## src/rtl/clint_access_sequencer_pkg.sv

```systemverilog
// -----------------------------------------------------------------------------
// clint_pkg
// Shared types for the CLINT access sequencer:
//   clint_op_e    - 64-bit request opcode seen on req_op_i
//   state_e       - sequencer FSM states
//   step_t        - one 32-bit bus access of a 64-bit sequence
//   step_of()     - per-op step tables (ordering chosen to avoid spurious
//                   timer interrupts and torn reads)
//   last_idx()    - index of the final step of each op
//   op_is_time()  - op targets mtime rather than mtimecmp
// -----------------------------------------------------------------------------
package clint_pkg;

  typedef enum logic [1:0] {
    OP_SET_CMP   = 2'd0,
    OP_READ_CMP  = 2'd1,
    OP_SET_TIME  = 2'd2,
    OP_READ_TIME = 2'd3
  } clint_op_e;

  localparam logic [31:0] CLINT_MTIMECMP_ADDR = 32'h2000_0C00;
  localparam logic [31:0] CLINT_MTIME_ADDR    = 32'h2000_0C08;

  // Source of the 32-bit write word for a write step.
  typedef enum logic [1:0] {
    SRC_ZERO = 2'd0,
    SRC_ONES = 2'd1,
    SRC_LO   = 2'd2,
    SRC_HI   = 2'd3
  } sel_src_e;

  typedef struct packed {
    logic     we;
    logic [2:0] adr_off;
    sel_src_e sel_src;
  } step_t;

  typedef enum logic [2:0] {
    ST_IDLE  = 3'd0,
    ST_ISSUE = 3'd1,
    ST_RDCAP = 3'd2,
    ST_NEXT  = 3'd3,
    ST_RESP  = 3'd4
  } state_e;

  // SET_CMP parks the high word at all-ones first so the compare value is
  // never transiently below both the old and the new value. SET_TIME zeroes
  // the low word first so no carry can ripple into the new high word.
  // READ_TIME brackets the low word with two high-word reads.
  function automatic step_t step_of(clint_op_e op, logic [1:0] idx);
    step_t s;
    s = '{we: 1'b0, adr_off: 3'd0, sel_src: SRC_ZERO};
    case (op)
      OP_SET_CMP: begin
        case (idx)
          2'd0:    s = '{we: 1'b1, adr_off: 3'd4, sel_src: SRC_ONES};
          2'd1:    s = '{we: 1'b1, adr_off: 3'd0, sel_src: SRC_LO};
          default: s = '{we: 1'b1, adr_off: 3'd4, sel_src: SRC_HI};
        endcase
      end
      OP_SET_TIME: begin
        case (idx)
          2'd0:    s = '{we: 1'b1, adr_off: 3'd0, sel_src: SRC_ZERO};
          2'd1:    s = '{we: 1'b1, adr_off: 3'd4, sel_src: SRC_HI};
          default: s = '{we: 1'b1, adr_off: 3'd0, sel_src: SRC_LO};
        endcase
      end
      OP_READ_CMP: begin
        case (idx)
          2'd0:    s = '{we: 1'b0, adr_off: 3'd0, sel_src: SRC_ZERO};
          default: s = '{we: 1'b0, adr_off: 3'd4, sel_src: SRC_ZERO};
        endcase
      end
      default: begin
        case (idx)
          2'd1:    s = '{we: 1'b0, adr_off: 3'd0, sel_src: SRC_ZERO};
          default: s = '{we: 1'b0, adr_off: 3'd4, sel_src: SRC_ZERO};
        endcase
      end
    endcase
    return s;
  endfunction

  function automatic logic [1:0] last_idx(clint_op_e op);
    return (op == OP_READ_CMP) ? 2'd1 : 2'd2;
  endfunction

  function automatic logic op_is_time(clint_op_e op);
    return (op == OP_SET_TIME) || (op == OP_READ_TIME);
  endfunction

endpackage

```

## src/rtl/clint_access_sequencer_wb_access.sv

```systemverilog
// -----------------------------------------------------------------------------
// clint_wb_access
// Performs one Wishbone classic transfer for the sequencer.
//   clk, rst         clock / synchronous active-high reset
//   i_start          held high for the whole ISSUE phase (drives cyc/stb)
//   i_cap            high in the cycle after a read ack; captures wbm_dat_i
//   i_we/i_adr/i_wdat access attributes
//   o_done           ack seen while issuing (combinational)
//   o_timeout        ACK_TIMEOUT cycles of stb without ack
//   o_rdat           captured read word, valid from the cycle after i_cap
//   wbm_*            Wishbone master signals
// -----------------------------------------------------------------------------
module clint_wb_access
  import clint_pkg::*;
#(
  parameter int ACK_TIMEOUT = 16
) (
  input  logic        clk,
  input  logic        rst,
  input  logic        i_start,
  input  logic        i_cap,
  input  logic        i_we,
  input  logic [31:0] i_adr,
  input  logic [31:0] i_wdat,
  output logic        o_done,
  output logic        o_timeout,
  output logic [31:0] o_rdat,
  output logic        wbm_cyc_o,
  output logic        wbm_stb_o,
  output logic        wbm_we_o,
  output logic [31:0] wbm_adr_o,
  output logic [31:0] wbm_dat_o,
  input  logic [31:0] wbm_dat_i,
  input  logic        wbm_ack_i
);

  localparam int CW = $clog2(ACK_TIMEOUT + 1);

  logic [CW-1:0] r_wait_cnt;
  logic [31:0]   r_rdat;

  // Address/data are forced to zero outside an access so the bus is quiet.
  assign wbm_cyc_o = i_start;
  assign wbm_stb_o = i_start;
  assign wbm_we_o  = i_start & i_we;
  assign wbm_adr_o = i_start ? i_adr : 32'd0;
  assign wbm_dat_o = (i_start & i_we) ? i_wdat : 32'd0;

  assign o_done    = i_start & wbm_ack_i;
  // An ack in the final allowed cycle still wins over the timeout.
  assign o_timeout = i_start & ~wbm_ack_i & (r_wait_cnt == CW'(ACK_TIMEOUT - 1));
  assign o_rdat    = r_rdat;

  always_ff @(posedge clk) begin
    if (rst) begin
      r_wait_cnt <= '0;
    end else if (i_start && !wbm_ack_i) begin
      r_wait_cnt <= r_wait_cnt + CW'(1);
    end else begin
      r_wait_cnt <= '0;
    end
  end

  // Slave read data is registered, so it is sampled one cycle after the ack.
  always_ff @(posedge clk) begin
    if (i_cap) begin
      r_rdat <= wbm_dat_i;
    end
  end

endmodule

```

## src/rtl/clint_access_sequencer.sv

```systemverilog
// -----------------------------------------------------------------------------
// clint_access_sequencer
// Wishbone master that turns one-shot 64-bit CLINT timer requests into
// ordered 32-bit access sequences (glitch-free mtimecmp update, untorn mtime
// read with bounded retries).
//   wb_clk_i, wb_rst_i      clock / synchronous active-high reset
//   req_valid_i/req_ready_o request handshake (ready only while idle)
//   req_op_i, req_data_i    opcode (clint_op_e) and 64-bit write value
//   rsp_valid_o             one-cycle completion pulse
//   rsp_data_o, rsp_err_o   read result (0 for writes), timeout/retry error
//   busy_o                  inverse of req_ready_o
//   wbm_*                   Wishbone master port to the CLINT
// -----------------------------------------------------------------------------
module clint_access_sequencer
  import clint_pkg::*;
#(
  parameter logic [31:0] MTIMECMP_ADDR = CLINT_MTIMECMP_ADDR,
  parameter logic [31:0] MTIME_ADDR    = CLINT_MTIME_ADDR,
  parameter int          ACK_TIMEOUT   = 16,
  parameter int          MAX_RETRY     = 3
) (
  input  logic        wb_clk_i,
  input  logic        wb_rst_i,
  input  logic        req_valid_i,
  output logic        req_ready_o,
  input  logic [1:0]  req_op_i,
  input  logic [63:0] req_data_i,
  output logic        rsp_valid_o,
  output logic [63:0] rsp_data_o,
  output logic        rsp_err_o,
  output logic        busy_o,
  output logic        wbm_cyc_o,
  output logic        wbm_stb_o,
  output logic        wbm_we_o,
  output logic [31:0] wbm_adr_o,
  output logic [31:0] wbm_dat_o,
  input  logic [31:0] wbm_dat_i,
  input  logic        wbm_ack_i
);

  localparam int RW = $clog2(MAX_RETRY + 2);

  state_e         r_state;
  state_e         w_state_nxt;
  clint_op_e      r_op;
  logic [63:0]    r_data;
  logic [1:0]     r_idx;
  logic [RW-1:0]  r_retry;
  logic [31:0]    r_lo;
  logic [31:0]    r_h1;
  logic [63:0]    r_rsp_data;
  logic           r_err;

  step_t          w_step;
  logic           w_last;
  logic [31:0]    w_adr;
  logic [31:0]    w_wdat;
  logic           w_issue;
  logic           w_cap;
  logic           w_done;
  logic           w_timeout;
  logic [31:0]    w_rdat;
  logic           w_hi_mismatch;
  logic           w_retry_left;
  logic           w_restart;

  assign w_step = step_of(r_op, r_idx);
  assign w_last = (r_idx == last_idx(r_op));
  assign w_adr  = (op_is_time(r_op) ? MTIME_ADDR : MTIMECMP_ADDR) + {29'd0, w_step.adr_off};

  always_comb begin
    w_wdat = 32'd0;
    case (w_step.sel_src)
      SRC_ONES: w_wdat = 32'hFFFF_FFFF;
      SRC_LO:   w_wdat = r_data[31:0];
      SRC_HI:   w_wdat = r_data[63:32];
      default:  w_wdat = 32'd0;
    endcase
  end

  // In NEXT after the final READ_TIME step, w_rdat holds h2.
  assign w_hi_mismatch = (w_rdat != r_h1);
  assign w_retry_left  = (r_retry != RW'(MAX_RETRY));
  assign w_restart     = (r_op == OP_READ_TIME) && w_last && w_hi_mismatch && w_retry_left;

  clint_wb_access #(
    .ACK_TIMEOUT (ACK_TIMEOUT)
  ) u_access (
    .clk       (wb_clk_i),
    .rst       (wb_rst_i),
    .i_start   (w_issue),
    .i_cap     (w_cap),
    .i_we      (w_step.we),
    .i_adr     (w_adr),
    .i_wdat    (w_wdat),
    .o_done    (w_done),
    .o_timeout (w_timeout),
    .o_rdat    (w_rdat),
    .wbm_cyc_o (wbm_cyc_o),
    .wbm_stb_o (wbm_stb_o),
    .wbm_we_o  (wbm_we_o),
    .wbm_adr_o (wbm_adr_o),
    .wbm_dat_o (wbm_dat_o),
    .wbm_dat_i (wbm_dat_i),
    .wbm_ack_i (wbm_ack_i)
  );

  always_ff @(posedge wb_clk_i) begin
    if (wb_rst_i) begin
      r_state <= ST_IDLE;
    end else begin
      r_state <= w_state_nxt;
    end
  end

  always_comb begin
    w_state_nxt = r_state;
    w_issue     = 1'b0;
    w_cap       = 1'b0;
    req_ready_o = 1'b0;
    rsp_valid_o = 1'b0;
    case (r_state)
      ST_IDLE: begin
        req_ready_o = 1'b1;
        if (req_valid_i) w_state_nxt = ST_ISSUE;
      end
      ST_ISSUE: begin
        w_issue = 1'b1;
        if (w_done)         w_state_nxt = w_step.we ? ST_NEXT : ST_RDCAP;
        else if (w_timeout) w_state_nxt = ST_RESP;
      end
      ST_RDCAP: begin
        w_cap       = 1'b1;
        w_state_nxt = ST_NEXT;
      end
      ST_NEXT: begin
        w_state_nxt = (w_restart || !w_last) ? ST_ISSUE : ST_RESP;
      end
      ST_RESP: begin
        rsp_valid_o = 1'b1;
        w_state_nxt = ST_IDLE;
      end
      default: w_state_nxt = ST_IDLE;
    endcase
  end

  assign busy_o     = ~req_ready_o;
  assign rsp_data_o = r_rsp_data;
  assign rsp_err_o  = rsp_valid_o & r_err;

  // Sequencing and result assembly.
  always_ff @(posedge wb_clk_i) begin
    if (wb_rst_i) begin
      r_op       <= OP_SET_CMP;
      r_idx      <= 2'd0;
      r_retry    <= '0;
      r_rsp_data <= 64'd0;
      r_err      <= 1'b0;
    end else begin
      case (r_state)
        ST_IDLE: begin
          if (req_valid_i) begin
            r_op       <= clint_op_e'(req_op_i);
            r_data     <= req_data_i;
            r_idx      <= 2'd0;
            r_retry    <= '0;
            r_rsp_data <= 64'd0;
            r_err      <= 1'b0;
          end
        end
        ST_ISSUE: begin
          if (!w_done && w_timeout) r_err <= 1'b1;
        end
        ST_NEXT: begin
          if (r_op == OP_READ_CMP) begin
            if (r_idx == 2'd0) r_lo       <= w_rdat;
            else               r_rsp_data <= {w_rdat, r_lo};
          end else if (r_op == OP_READ_TIME) begin
            case (r_idx)
              2'd0: r_h1 <= w_rdat;
              2'd1: r_lo <= w_rdat;
              default: begin
                if (!w_hi_mismatch) begin
                  r_rsp_data <= {r_h1, r_lo};
                end else if (w_retry_left) begin
                  // The low word may have wrapped between the two high reads.
                  r_retry <= r_retry + RW'(1);
                end else begin
                  r_err      <= 1'b1;
                  r_rsp_data <= {w_rdat, r_lo};
                end
              end
            endcase
          end
          r_idx <= w_last ? 2'd0 : r_idx + 2'd1;
        end
        default: ;
      endcase
    end
  end

endmodule

```

## config.mk

```make
export PLATFORM = sky130hd
export DESIGN_NAME = clint_access_sequencer
export DESIGN_NICKNAME = d
export VERILOG_FILES = /design/src/rtl/clint_access_sequencer_pkg.sv /design/src/rtl/clint_access_sequencer_wb_access.sv /design/src/rtl/clint_access_sequencer.sv
export SDC_FILE = /design/constraint.sdc
export NUM_CORES = 1
export LEC_CHECK = 0
export ABC_AREA = 1
export BUFFER_PORTS_ARGS = -buffer_cell sky130_fd_sc_hd__buf_2
export CAP_MARGIN = 25
export CORE_MARGIN = 1.5
export CORE_UTILIZATION = 58
export DETAILED_ROUTE_END_ITERATION = 12
export GPL_ROUTABILITY_DRIVEN = 0
export PLACE_DENSITY = 0.91
export SLEW_MARGIN = 40
export SYNTH_ARGS = -nofsm -noshare
export SYNTH_HDL_FRONTEND = slang
export SYNTH_SLANG_ARGS = --single-unit
```

## constraint.sdc

```tcl
create_clock -name wb_clk_i -period 11.4 [get_ports wb_clk_i]
set_clock_uncertainty 0.2 [all_clocks]
set_input_delay 2.28 -clock wb_clk_i [delete_from_list [all_inputs] [get_ports wb_clk_i]]
set_output_delay 2.28 -clock wb_clk_i [all_outputs]
set_load 0.02 [all_outputs]
```

==> flow_summary.ini, run 1 <==
[cts]
root_buffer = clkbuf_16
cts_hold_buf = 0
post_cts_buffers = 0
worstSkewPairLatency_ps = 510
cts_buffers = 25
clk_pin_slew_ps = 60
cts_sinks = 240
cts-htree-levels = 1
clockBufferDepth = 3
cts_tree = built
postCtsResizedCells = 0

[routing]
drcViolationCount = 0
drtIter0Drc = 699
vias_per_cell = 5.30
via_count = 7332
wl_per_cell_um = 15.4
firstDrtPassIters = 5
wirelength_um = 21300
drtAntennaViolNets = 0

[layout]
final_cell_area_um2 = 11700
area_growth_pct = 18.7
final_common_cell = buf_2
final_nets = 1254
drive_gt1_share_pct = 24.2
n_fill_cell = 1152
layout_common_cells = buf_2, edfxtp_1, nor2_1

[placed_design]
place_area_um2 = 10900
dpl.hpwl_um = 13400
portBuffers = 209

[worst_setup_path]
critPathKind = reg2out
crit_path_max_incr_delay_ps = 570
path_max_fanout = 32
cp_slowest_cell = nand3_2
start_kind = register
reg2reg_to = rsp_data_o[55]
timing.rr.start = r_state[2]
critPathMostFrequentCell = inv_1
reg2reg_depth = 10
arrival_ps = 2720
r2r_slack_ps = 8060
path_cells = inv_1 > ha_1 > inv_1 > nand3_2 > o22ai_1 > nor2_1 > buf_2
critical_path_depth = 7
cp_num_buf_inv = 3
crit_path_start = r_idx[0]
critPathCaptureType = primary output
crit_required_ps = 8920
critPathTopFamily = simple AND/OR/NAND/NOR gates

[global_route]
grt_first_pass_wirelength_um = 33400
grt_pass1_vias = 6850
track_usage_pct = 23.2
gr-total-overflow = 0
grt_max_degree = 78
antenna_found_initial = 1

[floorplan]
die_x_um = 133
die-height_um = 133
core_um2 = 16600
io_pins = 237
core.rowCount = 47
initial_core_util_pct = 59.6
die_area_um2 = 17800

[timing]
tightestPinTransition_ps = 790
fmax_ghz = 0.192
rsz0062_at_grt = false
finalCriticalPeriod_ps = 5200
min_period_over_period_pct = 45.6
setup_viol = 0
maxSlewHeadroom_pct = 47.4
report.final.slew_viol_count = 0
tns_ps = 0
hold_violations = 0

[yosys]
synth_cell_type_count = 32
synthCells = 955
synth_area_um2 = 9880
ys_warn_count = 0
ys_seq_area_share_pct = 64.9
syn_area_per_cell_um2 = 10.3
synth-seq-cells = 240

[min_path]
hold_path.class = reg2reg
worstHoldPathCells = 1
hold_start = u_access.r_wait_cnt[0]
hold_path_end = u_access.r_wait_cnt[0]

[status]
status = completed

[flow_run]
maxCapViolCount = 0

[power]
p_per_area_nw_per_um2 = 195
p_leak_uw = 0.00493
ir_drop_mv = 0.132
-- stage by stage --
stage	std cells	setup slack, ps	hold slack [ps]	utilization (%)	total power [uW]
floorplan	981	4930	218	-	1410
global placement	1336	6380	228	65.7	1520
detailed placement	1336	6590	239	65.8	1530
CTS	1381	6160	251	70.4	2290
global route	1384	5980	266	70.7	2380
finish	1384	6200	250	70.7	2290
-- cell usage after synthesis, drive strengths merged --
cell	n	area (um^2)
nor2	159	602
inv	98	368
nand2	132	503
nand3b	2	15.0
o21ai	7	35.0
conb	1	3.75
o22ai	4	25.0
a211oi	1	7.51
clkinv	1	5.00
ha	7	87.6
a31oi	1	6.26
nor3	31	155
dfxtp	80	1600
nand4	67	419
clkbuf	30	113
edfxtp	160	4800
a21oi	77	385
or2	2	12.5
xor2	1	8.76
xnor2	26	228
nand3	10	55.1
buf	54	390
a221oi	1	26.3
nor4	3	18.8
-- routing by layer --
metal  up-vias  track usage (%)  share of wire, %
li1       3520                -                 -
met1      3412             31.3                40
met2       342             38.4                49
met3        58             3.20               7.2
met4         0             9.36               3.7
met5         -                0                 0
-- sequential cells by signal, summed over array words and instances (netlist names) --
register / flops
u_access.r_wait_cnt: 5
r_h1: 32
r_state: 3
r_idx: 2
r_err: 1
rsp_data_o: 64
r_retry: 3
r_data: 64
u_access.o_rdat: 32
r_lo: 32
r_op: 2
-- cell type report --
cell class | instances | area, um^2 | share of cell area, %
Clock buffer | 31 | 678 | 5.79
Inverter | 99 | 373 | 3.18
Antenna cell | 1 | 2.50 | 0.0213
Tap cell | 220 | 275 | 2.35
Sequential cell | 240 | 6410 | 54.6
Multi-Input combinational cell | 558 | 2730 | 23.3
Clock inverter | 14 | 95.1 | 0.811
Timing Repair Buffer | 221 | 1160 | 9.89
-- kinds of logic (layout without fill, tap and decap cells) --
group	count (synthesis)	in the layout	synth area share, %
buffers and inverters	183	365	8.87
AOI/OAI and AO/OA	91	91	4.92
DFF	240	240	64.9
other	1	28	0.0380
and+or+nand+nor	406	406	18.0
xor gates and xnor gates	27	27	2.39
adders and majority gates	7	7	0.887
-- worst max path at each step --
stage                           to  slack [ps]
CTS                  wbm_dat_o[31]        6160
detailed placement  rsp_data_o[62]        6590
finish               wbm_dat_o[31]        6200
global route         wbm_dat_o[31]        5980
floorplan                  r_lo[0]        4930
global placement      wbm_dat_o[0]        6380
-- report_power, final --
group / internal [uW] / total (uW) / switching (uW)
registers: 999 / 1030 / 34.1
logic: 136 / 495 / 359
clock network: 443 / 759 / 316
total: 1580 / 2290 / 709
Power figures use the tool's default switching activity.
==> inputs of run 2 (changes only) <==
Settings changed: CORE_UTILIZATION 58 to 48, PLACE_DENSITY 0.91 to 0.82.
Clock period 11.4 ns to 4.23 ns, I/O delays scaled along.
==> flow_summary.ini, run 2 (same netlist as run 1, synthesis figures left out) <==
[cts]
cts_sinks = 240
cts_tree = built
cts-htree-levels = 1
clockBufferDepth = 3
clk_pin_slew_ps = 60
post_cts_buffers = 0
worstSkewPairLatency_ps = 510
cts_hold_buf = 0
root_buffer = clkbuf_16
postCtsResizedCells = 0
cts_buffers = 25

[global_route]
gr-total-overflow = 0
antenna_found_initial = 1
grt_max_degree = 73
track_usage_pct = 20.4
grt_first_pass_wirelength_um = 35100
grt_pass1_vias = 6978

[worst_setup_path]
path_cells = inv_1 > ha_1 > nand3b_1 > nand2_1 > inv_1 > nand3_1 > buf_4 > nor2_1 > nor3_1 > buf_2
crit_path_max_incr_delay_ps = 370
critPathKind = reg2out
cp_slowest_cell = dfxtp_1
arrival_ps = 2400
critPathCaptureType = primary output
r2r_slack_ps = 1500
cp_num_buf_inv = 4
critPathTopFamily = buffers and inverters
start_kind = register
critPathMostFrequentCell = inv_1
path_max_fanout = 32
crit_required_ps = 3180

[min_path]
hold_path.class = reg2reg

[floorplan]
initial_core_util_pct = 48.8
die-height_um = 146
core_um2 = 20200
core.rowCount = 52
io_pins = 237
die_area_um2 = 21400
die_x_um = 146

[layout]
multi_input_area_um2 = 2720
layout_common_cells = buf_2, edfxtp_1, nor2_1
area_growth_pct = 19.3
stdcell_count = 1435
n_fill_cell = 1643
final_common_cell = buf_2
final_nets = 1255
drive_gt1_share_pct = 23.9
regArea_um2 = 6410
fin_util_pct = 58.2

[timing]
maxSlewHeadroom_pct = 45.4
tightestPinTransition_ps = 819
setup_viol = 0
finalCriticalPeriod_ps = 3450
min_period_over_period_pct = 81.5
hold_violations = 0
rsz0062_at_grt = false
fmax_ghz = 0.290
report.final.slew_viol_count = 0

[power]
p_leak_uw = 0.00493
p_per_area_nw_per_um2 = 527
ir_drop_mv = 0.397

[routing]
vias_per_cell = 5.09
drtAntennaViolNets = 0
wirelength_um = 22300
drcViolationCount = 0
via_count = 7299
drtIter0Drc = 511
firstDrtPassIters = 5
wl_per_cell_um = 15.6

[placed_design]
dpl.hpwl_um = 14000
place_inst = 1389
portBuffers = 209

[status]
status = completed

[flow_run]
maxCapViolCount = 0
run 2: layout make-up:
type / instances / share of cell area [%]
antenna: 1 / 0.0212
clock buffer: 38 / 6.24
clock inverter: 7 / 0.510
inverter: 99 / 3.16
multi-input combinational: 558 / 23.1
sequential: 240 / 54.4
tap: 270 / 2.87
timing repair buffer: 222 / 9.74
run 2: path summary, 6_finish.rpt:
path | startpoint | endpoint | depth (start not counted)
worst min register to register | u_access.r_wait_cnt[0] | u_access.r_wait_cnt[0] | 1
worst max-delay path | r_idx[1] | wbm_dat_o[30] | 10
worst max register to register | u_access.o_rdat[31] | rsp_data_o[33] | 12
worst min-delay path | u_access.r_wait_cnt[0] | u_access.r_wait_cnt[0] | 1
run 2: where the power goes:
part	switching (uW)	total (uW)	internal, uW
Sequential	92.8	2790	2690
Combinational	963	1320	357
Clock	854	2110	1250
run 2: routing by layer:
metal	track usage, %	routed length [um]	vias to the layer above
met4	6.21	463	0
met2	35.0	11000	289
li1	-	-	3536
met1	26.2	9390	3429
met5	0	0	-
met3	3.81	1440	45
run 2: stage by stage:
step / hold slack, ps / power (uW) / setup WS [ps] / setup TNS, ps / area, um^2
floorplan: 218 / 3800 / -806 / -51560 / 9980
global placement: 230 / 4120 / 1440 / 0 / 11000
detailed placement: 241 / 4150 / 1360 / 0 / 11000
CTS: 251 / 6260 / 787 / 0 / 11800
global route: 274 / 6480 / 592 / 0 / 11800
finish: 252 / 6210 / 783 / 0 / 11800
